<file path="src/rtl/mux4way_arb.sv">
// 4-way packet-aware round-robin arbiter with a single registered output stage.
module mux4way_arb #(
  parameter int unsigned WIDTH = 16
) (
  input  logic             clk,
  input  logic             rst_n,
  input  logic [3:0]       in_valid,
  input  logic [WIDTH-1:0] in_data_a,
  input  logic [WIDTH-1:0] in_data_b,
  input  logic [WIDTH-1:0] in_data_c,
  input  logic [WIDTH-1:0] in_data_d,
  input  logic [3:0]       in_last,
  output logic [3:0]       in_ready,
  output logic             out_valid,
  output logic [WIDTH-1:0] out_data,
  output logic             out_last,
  output logic [1:0]       out_sel,
  input  logic             out_ready
);

  localparam logic [0:0] IDLE = 1'b0;
  localparam logic [0:0] LOCK = 1'b1;

  logic [0:0]       r_state;
  logic [1:0]       r_ptr;
  logic [1:0]       r_lk;
  logic             r_out_valid;
  logic [WIDTH-1:0] r_out_data;
  logic             r_out_last;
  logic [1:0]       r_out_sel;

  logic [0:0]       w_state_nxt;
  logic [1:0]       w_ptr_nxt;
  logic [1:0]       w_lk_nxt;
  logic             w_load_en;
  logic             w_any;
  logic [1:0]       w_grant;
  logic [1:0]       w_idx;
  logic [1:0]       w_sel;
  logic             w_xfer;
  logic [3:0]       w_in_ready;
  logic [WIDTH-1:0] w_data_sel;

  assign w_load_en = !r_out_valid || out_ready;
  assign w_any     = |in_valid;

  // Round-robin search starting at ptr; lowest offset with valid wins
  always_comb begin
    w_grant = r_ptr;
    w_idx   = r_ptr;
    for (int k = 3; k >= 0; k--) begin
      w_idx = r_ptr + 2'(k);
      if (in_valid[w_idx]) w_grant = w_idx;
    end
  end

  // State register: arbitration state, pointer, lock channel
  always_ff @(posedge clk or negedge rst_n) begin
    if (!rst_n) begin
      r_state <= IDLE;
      r_ptr   <= 2'd0;
      r_lk    <= 2'd0;
    end else begin
      r_state <= w_state_nxt;
      r_ptr   <= w_ptr_nxt;
      r_lk    <= w_lk_nxt;
    end
  end

  // Next-state, accept vector and transfer decode
  always_comb begin
    w_state_nxt = r_state;
    w_ptr_nxt   = r_ptr;
    w_lk_nxt    = r_lk;
    w_in_ready  = 4'b0000;
    w_sel       = w_grant;
    w_xfer      = 1'b0;
    case (r_state)
      IDLE: begin
        if (w_load_en && w_any) begin
          w_in_ready[w_grant] = 1'b1;
          w_xfer              = 1'b1;
          if (in_last[w_grant]) begin
            w_ptr_nxt = w_grant + 2'd1;
          end else begin
            w_state_nxt = LOCK;
            w_lk_nxt    = w_grant;
          end
        end
      end
      LOCK: begin
        w_sel            = r_lk;
        w_in_ready[r_lk] = w_load_en;
        if (w_load_en && in_valid[r_lk]) begin
          w_xfer = 1'b1;
          if (in_last[r_lk]) begin
            w_state_nxt = IDLE;
            w_ptr_nxt   = r_lk + 2'd1;
          end
        end
      end
      default: begin
        w_state_nxt = IDLE;
      end
    endcase
  end

  // Payload mux for the selected channel
  always_comb begin
    w_data_sel = in_data_a;
    case (w_sel)
      2'd0:    w_data_sel = in_data_a;
      2'd1:    w_data_sel = in_data_b;
      2'd2:    w_data_sel = in_data_c;
      default: w_data_sel = in_data_d;
    endcase
  end

  // Output register stage: load on transfer, drain when consumed
  always_ff @(posedge clk or negedge rst_n) begin
    if (!rst_n) begin
      r_out_valid <= 1'b0;
      r_out_data  <= '0;
      r_out_last  <= 1'b0;
      r_out_sel   <= 2'd0;
    end else if (w_xfer) begin
      r_out_valid <= 1'b1;
      r_out_data  <= w_data_sel;
      r_out_last  <= in_last[w_sel];
      r_out_sel   <= w_sel;
    end else if (w_load_en) begin
      r_out_valid <= 1'b0;
    end
  end

  // Accept is forced low while reset is held
  assign in_ready  = rst_n ? w_in_ready : 4'b0000;
  assign out_valid = r_out_valid;
  assign out_data  = r_out_data;
  assign out_last  = r_out_last;
  assign out_sel   = r_out_sel;

endmodule

</file>
<file path="config.mk">
export PLATFORM = sky130hd
export DESIGN_NAME = mux4way_arb
export DESIGN_NICKNAME = d
export VERILOG_FILES = /design/src/rtl/mux4way_arb.sv
export SDC_FILE = /design/constraint.sdc
export NUM_CORES = 1
export LEC_CHECK = 0
export ABC_CLOCK_PERIOD_IN_PS = 4100
export CAP_MARGIN = 20
export CORE_UTILIZATION = 30
export DETAILED_ROUTE_END_ITERATION = 10
export PLACE_DENSITY_LB_ADDON = 0.15
export SKIP_LAST_GASP = 1
export SLEW_MARGIN = 20
export SYNTH_ARGS = -nofsm -noshare
export SYNTH_HDL_FRONTEND = slang
export SYNTH_SLANG_ARGS = --single-unit
</file>
<file path="constraint.sdc">
create_clock -name clk -period 4.1 [get_ports clk]
set_clock_uncertainty 0.2 [all_clocks]
set_input_delay 0.82 -clock clk [delete_from_list [all_inputs] [get_ports clk]]
set_output_delay 0.82 -clock clk [all_outputs]
set_load 0.1 [all_outputs]
</file>
==> out/summary.md <==
Buffers inserted to repair hold after CTS numbered 0. In this run the core area contains 31 standard-cell rows. Most used flip-flop cell after synthesis: sky130_fd_sc_hd__dfrtp_1.

For the final routed database, the setup TNS stands at 0 ns. No sink is reached through more buffers than the 2 on the longest clock path. Entering global routing, the biggest net connects 45 pins. Once the floorplan was initialized, standard cells occupied 31.1% of the core. Fraction of layout cells with a size suffix above 1: 10.8%. The sequential area share after synthesis is 27.7%.

Setup repair after global routing left no endpoint under its margin. End point of the most critical hold path: out_sel[1]$_DFFE_PN0P_. The flow ran to the end, and the final reports show no timing, DRC or antenna violations. For the pin with the worst max-slew slack, the measured transition is 1.03 ns.

The tightest min-delay check is of the flop to flop type. 99 I/O pins were placed. The start point of the worst hold path was out_sel[1]$_DFFE_PN0P_. Before antenna repair, the detailed router went through 5 iterations. At the end of the flow, the number of nets in the layout was 448. For the number of endpoints with negative hold slack in the final report, the log shows 0. The die is 88.7 µm wide. Wires add up to 8.05 mm. In this run the power density over the cells is 896 nW/µm².

Detailed placement finished with a half-perimeter wire length of 5.81 mm. Dividing the detail-routed wire length by the instance count gives 17.1 µm. Setup violations remaining at the end of the flow were counted as 0.

The run gives 626 µm² as the sequential standard cell area. In the final layout, the multi-input gates occupy 1500 µm². The die covers 7870 µm².

Reported max-cap violation count: 0. Setup slack on the worst reg-to-reg path comes out at 1.22 ns. After synthesis, the cell types taking the most area are sky130_fd_sc_hd__dfrtp_1, sky130_fd_sc_hd__a21oi_1, sky130_fd_sc_hd__mux2i_1. The post-CTS clock slew at the launch and capture registers of the worst setup and hold paths is 0.12 ns, and the peak fanout along the critical path is 7.

The number of antenna violations at the first check in global routing is 0. At the worst endpoint, the required time is 3.08 ns. The via count of the first global-routing pass is 2604. Cells fill 47.8% of the core in the end. For the core footprint, the log shows 7250 µm².

The number of vias per cell is 5.53, and the number of instances in the placed design is 467. The highest clock rate is 258 MHz, and the die span in y is 88.7 µm. Sorting the synthesized cells by how often they occur yields sky130_fd_sc_hd__a21oi_1, sky130_fd_sc_hd__nand2_1, sky130_fd_sc_hd__dfrtp_1, sky130_fd_sc_hd__nor2_1, sky130_fd_sc_hd__o21ai_0. The tools report the reg-to-reg endpoint as r_ptr[1]$_DFFE_PN0P_. The startpoint identified for the worst register-to-register timing path is r_ptr[1]$_DFFE_PN0P_. Post-CTS timing repair inserted 0 buffers for setup. Clock tree synthesis selected as its root buffer the cell sky130_fd_sc_hd__clkbuf_8. The run gives 3 as the number of buffers created by CTS. For this run, the number of Yosys warnings is 0. The total via count in the routed design was 2604; the first-pass GRT wire length was 12.6 mm.

The number of synthesized flops with an enable pin is 0, and the final setup slack of the worst path is 0.229 ns. The iteration-0 DRC count of the detailed router was 184; the share of flip-flops with an asynchronous set or reset was 100%. The clock latency on the worst-skew pair is 0.29 ns. The cell count after synthesis was 278; the critical path data arrival time was 2.85 ns. CTS saw 25 sinks. The cell count of the worst reg-to-reg path was 7.

Kind of end point of the critical path: an output port. The area added between synthesis and finish is 53.5%. Share of the synthesized area in the top cell type: 27.7%. The count of buffers added on input and output ports is 98. Number of pins exceeding their max-slew limit in the final report: 0. In this run the tightest slew margin relative to its limit is 31.3%.

The kind of launch point of the worst setup path was an input port. The leftover overflow at the end of global routing is 0. The run gives 353 as the synthesized netlist net count. Synthesis instantiated 43 different standard cells from the library. The number of antenna cells inserted is 0, and the part of the cycle the worst path needs is 94.4%. TritonCTS built the clock tree.

The logs give 1 for the total number of H-tree levels and 0.234 ns for the pre-CTS setup slack. Among all cell types in the netlist, the one instantiated most often is sky130_fd_sc_hd__a21oi_1. The count of state elements after synthesis was 25; the worst vdd rail ir drop was 0.388 mV.

Global routing used 21.0% of the available tracks across all layers. The critical path is of the input port to output port type. The biggest area contributor in the post-synthesis netlist is sky130_fd_sc_hd__dfrtp_1.

Routability-driven placement finished with a final weighted congestion of 0.870. The hold path depth works out to 1. For this design the static power due to leakage is 0.00140 µW.

In this run the remaining antenna-violating nets after routing total 0. The run gives 750 as the count of filler cells inserted in the layout. The number of gates resized after cts is 0, and the cell area after synthesis is 2260 µm². Averaged over all synthesized cells, the footprint is 8.12 µm². After layout, the minimum clock period comes to 3.87 ns.

The count of unresolved DRC violations after routing was 0; the final standard cell count with taps included and fillers excluded was 471.
## logic make-up (layout without fill, tap and decap cells)
family,Yosys count,count (layout),synth area share [%]
muxes,25,25,12.9
xor gates and xnor gates,2,2,0.776
AOI/OAI and AO/OA,127,127,37.6
DFF,25,25,27.7
buffers and inverters,27,121,6.04
and+or+nand+nor,72,72,14.9
## per-stage QoR
| step | power, µW | instance area, µm² | hold WS [ns] |
|---|---|---|---|
| 2_1_floorplan | 2290 | 2260 | 0.324 |
| 3_3_place_gp | 2930 | 3420 | 0.278 |
| 3_5_place_dp | 2940 | 3420 | 0.287 |
| 4_1_cts | 3110 | 3470 | 0.314 |
| 5_1_grt | 3280 | 3470 | 0.354 |
| 6_report | 3100 | 3470 | 0.314 |
## sequential cells by signal, summed over array words and instances (netlist names)
signal and count:
out_sel 2, out_data 16, out_valid 1, out_last 1
r_ptr 2, r_state 1, r_lk 2
## cells in the final DEF, fill, tap and decap left out, types with 3 or more instances in the layout
cell type | Yosys | routed
sky130_fd_sc_hd__o21ai_1 | 5 | 4
sky130_fd_sc_hd__buf_12 | 0 | 5
sky130_fd_sc_hd__a221oi_1 | 15 | 15
sky130_fd_sc_hd__and2_1 | 5 | 5
sky130_fd_sc_hd__clkbuf_8 | 0 | 3
sky130_fd_sc_hd__nand3_1 | 3 | 3
sky130_fd_sc_hd__nor2b_1 | 4 | 4
sky130_fd_sc_hd__clkdlybuf4s50_1 | 0 | 94
sky130_fd_sc_hd__nand2b_1 | 4 | 4
sky130_fd_sc_hd__nand2_1 | 26 | 26
sky130_fd_sc_hd__nor2_1 | 23 | 23
sky130_fd_sc_hd__dfrtp_1 | 25 | 25
sky130_fd_sc_hd__buf_4 | 1 | 16
sky130_fd_sc_hd__o22ai_1 | 16 | 16
sky130_fd_sc_hd__o21ai_0 | 20 | 20
sky130_fd_sc_hd__a21o_1 | 16 | 16
sky130_fd_sc_hd__mux2i_1 | 19 | 19
sky130_fd_sc_hd__mux2_4 | 3 | 3
sky130_fd_sc_hd__a21oi_1 | 38 | 38
## report_power, final
group | leakage (µW) | internal (µW) | switching [µW]
sequential | 0.000285 | 378 | 126
combinational | 0.00110 | 831 | 1600
clock | 0.0000217 | 69.4 | 101
## worst max-delay path: stages
cell	delay, ns
sky130_fd_sc_hd__clkdlybuf4s50_1	0.50
sky130_fd_sc_hd__nor2b_1	0.18
sky130_fd_sc_hd__a2111oi_0	0.44
sky130_fd_sc_hd__buf_4	0.20
sky130_fd_sc_hd__o21bai_2	0.15
sky130_fd_sc_hd__nand3_1	0.10
sky130_fd_sc_hd__o21ai_0	0.09
sky130_fd_sc_hd__and2_1	0.19
sky130_fd_sc_hd__buf_12	0.18
## worst max path at each step
stage,startpoint,end,cells past startpoint
final,in_valid[2],in_ready[1],9
after floorplan,in_valid[2],in_ready[1],8
after CTS,in_valid[2],in_ready[1],9
after global routing,in_valid[2],in_ready[1],9
after detailed placement,in_valid[2],in_ready[1],9
after global placement,in_valid[2],in_ready[1],9
## area by class of cell
type / instances / area share [%]
Inverter: 2 / 0.217
Clock inverter: 1 / 0.217
Clock buffer: 3 / 1.19
Sequential cell: 25 / 18.1
Tap cell: 99 / 3.57
Multi-Input combinational cell: 226 / 43.2
Timing Repair Buffer: 115 / 33.5
## routing by layer
metal  track usage [%]  vias to the layer above  part of all wire [%]
met5                 0                        -                     0
met4              7.92                        0                  0.81
met3              3.64                        6                   8.1
met2              35.5                      127                    47
met1              26.7                     1241                    44
li1                  -                     1230                     -
(Power assumes the default switching activity.)
